--- src/rtl/oam_dma_arbiter.sv ---
// rtl/oam_dma_arbiter.sv - sprite DMA engine that borrows the system bus from the CPU
module oam_dma_arbiter #(
  parameter logic [15:0] DMA_REG_ADDR  = 16'h4014,
  parameter logic [15:0] OAM_DATA_ADDR = 16'h2004
) (
  input  logic        clock,
  input  logic        nreset,
  input  logic [15:0] cpu_addr,
  input  logic [7:0]  cpu_data_out,
  input  logic        cpu_rw,
  output logic        cpu_ready,
  output logic [15:0] mem_addr,
  output logic [7:0]  mem_data_out,
  output logic        mem_rw,
  input  logic [7:0]  mem_data_in,
  output logic        dma_active,
  output logic        dma_done
);

  typedef enum logic [2:0] {
    IDLE,
    HALT,
    ALIGN,
    READ,
    WRITE
  } state_t;

  state_t      state;
  state_t      state_next;
  logic        parity;
  logic [7:0]  page;
  logic [7:0]  idx;
  logic [7:0]  data_buf;
  logic        trigger;

  assign dma_active = (state != IDLE);

  // State register plus the free-running parity that decides whether an ALIGN cycle is needed
  always_ff @(posedge clock or negedge nreset) begin
    if (!nreset) begin
      state  <= IDLE;
      parity <= 1'b0;
    end else begin
      state  <= state_next;
      parity <= ~parity;
    end
  end

  // Transfer datapath: source page, byte index (wraps within the page) and the read-to-write buffer
  always_ff @(posedge clock or negedge nreset) begin
    if (!nreset) begin
      page     <= 8'h00;
      idx      <= 8'h00;
      data_buf <= 8'h00;
    end else begin
      if (trigger) begin
        page <= cpu_data_out;
        idx  <= 8'h00;
      end
      if (state == READ) begin
        data_buf <= mem_data_in;
      end
      if (state == WRITE) begin
        idx <= idx + 8'd1;
      end
    end
  end

  // Next-state and bus mux: CPU owns the bus in IDLE, the DMA owns it everywhere else
  always_comb begin
    state_next   = state;
    trigger      = 1'b0;
    cpu_ready    = 1'b0;
    dma_done     = 1'b0;
    mem_addr     = cpu_addr;
    mem_data_out = cpu_data_out;
    mem_rw       = cpu_rw;
    case (state)
      IDLE: begin
        cpu_ready = 1'b1;
        if (!cpu_rw && (cpu_addr == DMA_REG_ADDR)) begin
          trigger    = 1'b1;
          state_next = HALT;
        end
      end
      HALT: begin
        // Dummy read of whatever the stalled CPU is presenting
        mem_rw       = 1'b1;
        mem_data_out = 8'h00;
        state_next   = parity ? READ : ALIGN;
      end
      ALIGN: begin
        mem_rw       = 1'b1;
        mem_data_out = 8'h00;
        state_next   = READ;
      end
      READ: begin
        mem_addr     = {page, idx};
        mem_rw       = 1'b1;
        mem_data_out = 8'h00;
        state_next   = WRITE;
      end
      WRITE: begin
        mem_addr     = OAM_DATA_ADDR;
        mem_rw       = 1'b0;
        mem_data_out = data_buf;
        if (idx == 8'hFF) begin
          dma_done   = 1'b1;
          state_next = IDLE;
        end else begin
          state_next = READ;
        end
      end
      default: begin
        state_next = IDLE;
      end
    endcase
  end

endmodule

--- config.mk ---
export PLATFORM = sky130hd
export DESIGN_NAME = oam_dma_arbiter
export DESIGN_NICKNAME = d
export VERILOG_FILES = /design/src/rtl/oam_dma_arbiter.sv
export SDC_FILE = /design/constraint.sdc
export NUM_CORES = 1
export LEC_CHECK = 0
export CAP_MARGIN = 20
export CORE_AREA = 5 5 71 73
export DETAILED_ROUTE_END_ITERATION = 6
export DIE_AREA = 0 0 76 78
export GPL_ROUTABILITY_DRIVEN = 1
export GPL_TIMING_DRIVEN = 0
export PLACE_DENSITY = 0.72
export REMOVE_ABC_BUFFERS = 1
export SLEW_MARGIN = 30
export SYNTH_ARGS = -nofsm -noshare
export SYNTH_HDL_FRONTEND = slang
export SYNTH_SLANG_ARGS = --single-unit
--- constraint.sdc ---
create_clock -name clock -period 1.7 [get_ports clock]
set_input_delay 0.34 -clock clock [delete_from_list [all_inputs] [get_ports clock]]
set_output_delay 0.34 -clock clock [all_outputs]
set_load 0.005 [all_outputs]
==> reports/qor.yml <==
clock_network:
  cts_buffer_depth: 2
  cts_tree: "done"
  htree_levels: 1
  clk_latency_ns: 0.28
  root_buffer: "clkbuf_8"
  cts_inserted_buffers: 3
  path_clk_slew_ns: 0.10
  cts.sinks: 28
global_route:
  antenna_found_initial: 1
  grt_pass1_vias: 1808
  grt_pass1_wl_mm: 9.39
  grt_usage_pct: 19.6
  grt_overflow: 0
  grt_max_degree: 29
synthesis:
  syn_area_sq_um: 1670
  synth-seq-area-share_pct: 41.9
  ys_seq_elements: 28
  yosysUniqueCellTypes: 32
  netlist_instances: 171
  yosysWarnings: 0
  syn_avg_cell_area_sq_um: 9.79
route:
  routed_via_density: 5.46
  vias: 1797
  drcViolationCount: 0
  wl_per_cell_um: 19.0
  dr.pass1.iters: 6
  antenna_left: 0
  drt_wl_total_mm: 6.24
  drtIter0Drc: 92
power:
  irDropWorstVdd_v: 0.000762
  total_leakage_power_nw: 1.42
  sw_frac_of_total_pct: 36.4
  combPwrFrac_pct: 66.0
  power-per-cell-area_nw_per_um2: 1460
  p_sw_mw: 1.55
  pwr-share-clk_pct: 9.8
  intPower_mw: 2.71
  seqPwrFrac_pct: 24.3
sta:
  tns_ns: -10.71
  fin_worst_skew_ns: 0.00444
  rsz0062_at_grt: "true"
  fin_crit_sh_pct: 121
  worstMarginPinSlew_ns: 0.624
  maxSlewHeadroom_pct: 58.4
  slew_violations: 0
  final_hold_viol_count: 0
  hold_ws_ns: 0.0648
  max_freq_mhz: 485
  finalWorstSetupSlack_ns: -0.362
  setup_viol: 41
  min_period_ns: 2.06
die:
  die_w_um: 76
  io_pins: 63
  core_area_sq_um: 4290
  die_y_um: 78
  start_util_pct: 39.0
  dieArea_sq_um: 5930
  num_rows: 24
finish:
  drive_gt1_share_pct: 47.5
  nets: 313
  syn2layout_area_growth_pct: 74.1
outcome:
  status: "finished with violations"
  violations: "negative setup slack"
placed_design:
  gp_congestion: 0.772
  port_buffers: 62
  dp_slack_ns: -1.11
  hpwl_mm: 3.35
worst_setup_path:
  critPathMaxFanout: 6
  arrival_ns: 2.23
  cp.required_ns: 1.86
  startpoint_type: "flip-flop"
  worstSetupPathType: "reg -> reg"
  crit_path_end_kind: "flip-flop"
min_path:
  hp-class: "in -> async"
job:
  max_cap_violations: 0
-- power groups by stage --
stage	logic, mW	registers (mW)	clock network, mW
final	2.81	1.03	0.417
after global routing	2.98	1.06	0.450
after CTS	2.77	1.01	0.427
after detailed placement	1.72	1.07	0
after global placement	1.68	1.05	0
after floorplan	0.866	0.997	0
-- layer usage --
| metal | vias to the layer above | part of all wire (%) | track usage, % |
|---|---|---|---|
| met5 | - | 0 | 0 |
| met4 | 0 | 1.8 | 2.85 |
| met3 | 10 | 7.4 | 5.90 |
| li1 | 838 | - | - |
| met2 | 73 | 52 | 36.2 |
| met1 | 876 | 39 | 22.7 |
-- cell usage after synthesis --
cell type	number	area share [%]
clkbuf_1	4	0.90
nand3_1	5	1.5
xnor2_1	2	1.0
ha_1	1	0.75
or3b_2	1	0.52
nand2_1	27	6.1
dfrtp_1	28	42
mux2i_1	3	1.8
or4_1	1	0.45
buf_2	4	1.2
nor4_1	4	1.5
or3_1	1	0.37
nor3_1	2	0.60
nor3b_1	2	0.90
o31ai_1	1	0.45
a31oi_1	2	0.75
mux2_2	24	16
nor3b_2	1	0.75
a22o_1	14	7.3
nor4b_1	2	1.0
o21ai_0	14	4.2
nand4_1	2	0.75
xor2_1	1	0.52
o21bai_1	1	0.45
a21oi_1	2	0.60
nor3_4	1	0.97
nor2b_1	3	1.1
inv_1	2	0.45
and3_1	3	1.1
buf_6	2	1.3
nand2b_1	1	0.37
nor2_1	10	2.2
-- cell families after synthesis --
| logic type | after synthesis | synth area share [%] |
|---|---|---|
| AOI/OAI and AO/OA | 34 | 13.8 |
| xor gates and xnor gates | 3 | 1.57 |
| adders and majority gates | 1 | 0.747 |
| buffers and inverters | 12 | 3.89 |
| DFF | 28 | 41.9 |
| muxes | 27 | 17.9 |
| and+or+nand+nor | 66 | 20.3 |
-- worst paths after layout --
path	cells past startpoint	startpoint	to	slack (ns)
max	6	state[1]	page[5]	-0.36
min	1	nreset	data_buf[4]	0.06
max reg2reg	6	state[1]	page[5]	-0.36
min reg2reg	1	parity	parity	0.40
max in group asynchronous	1	nreset	state[2]	1.17
min in group clock	1	parity	parity	0.40
-- cells in the final DEF (no fill, tap or decap), types with 2 or more instances in the layout --
cell,Yosys,routed
dlygate4sd2_1,0,8
o21ai_1,0,8
a22o_1,14,14
mux2_4,0,8
dfrtp_2,0,2
mux2i_1,3,3
xnor2_1,2,2
nor2b_1,3,2
nand2_2,0,4
nand3_1,5,4
nor3_4,1,2
nor4_1,4,3
a31oi_1,2,2
buf_4,0,25
buf_2,4,27
dlymetal6s2s_1,0,2
o21ai_0,14,5
clkdlybuf4s50_1,0,24
nand4_1,2,2
nand2_1,27,23
buf_6,2,17
dfrtp_1,28,25
nor2_4,0,3
buf_8,0,2
mux2_2,24,16
clkbuf_8,0,4
nor2_1,10,6
buf_12,0,2
and3_1,3,3
-- area by class of cell --
type / count / area (sq um)
inverter: 2 / 7.51
timing repair buffer: 111 / 995
tap: 52 / 65.1
antenna: 1 / 2.50
sequential: 28 / 707
fill: 322 / 1380
clock buffer: 4 / 55.1
multi-input combinational: 131 / 1080
-- through the flow --
| step | instance area [sq um] | cells | utilization (%) | total power, mW |
|---|---|---|---|---|
| floorplan | 1620 | 161 | - | 1.86 |
| global placement | 2300 | 275 | 53.6 | 2.73 |
| detailed placement | 2320 | 276 | 54.1 | 2.79 |
| CTS | 2870 | 326 | 66.7 | 4.21 |
| global route | 2920 | 329 | 67.9 | 4.49 |
| finish | 2920 | 329 | 67.9 | 4.26 |
-- flip-flops by register name (all words and copies together) (netlist names) --
name and flops:
data_buf 8, parity 1, page 8, state 3, idx 8
-- critical path, cell delays in order (launching register included) --
cell and delay [ns]:
dfrtp_2 0.48, buf_4 0.18, or3_4 0.39, buf_4 0.17, nor3_4 0.23, buf_6 0.17
mux2_2 0.33
-- what timing repair did --
action | 4_1_cts | 5_1_grt
endpoints found under the setup margin | 53 | 43
hold buffers | 0 | 0
gates cloned | 5 | 0
pin swaps | 20 | 11
resized for setup | 171 | 17
buffers inserted | 41 | 4
Note: power is estimated with default switching activity, not from simulation.
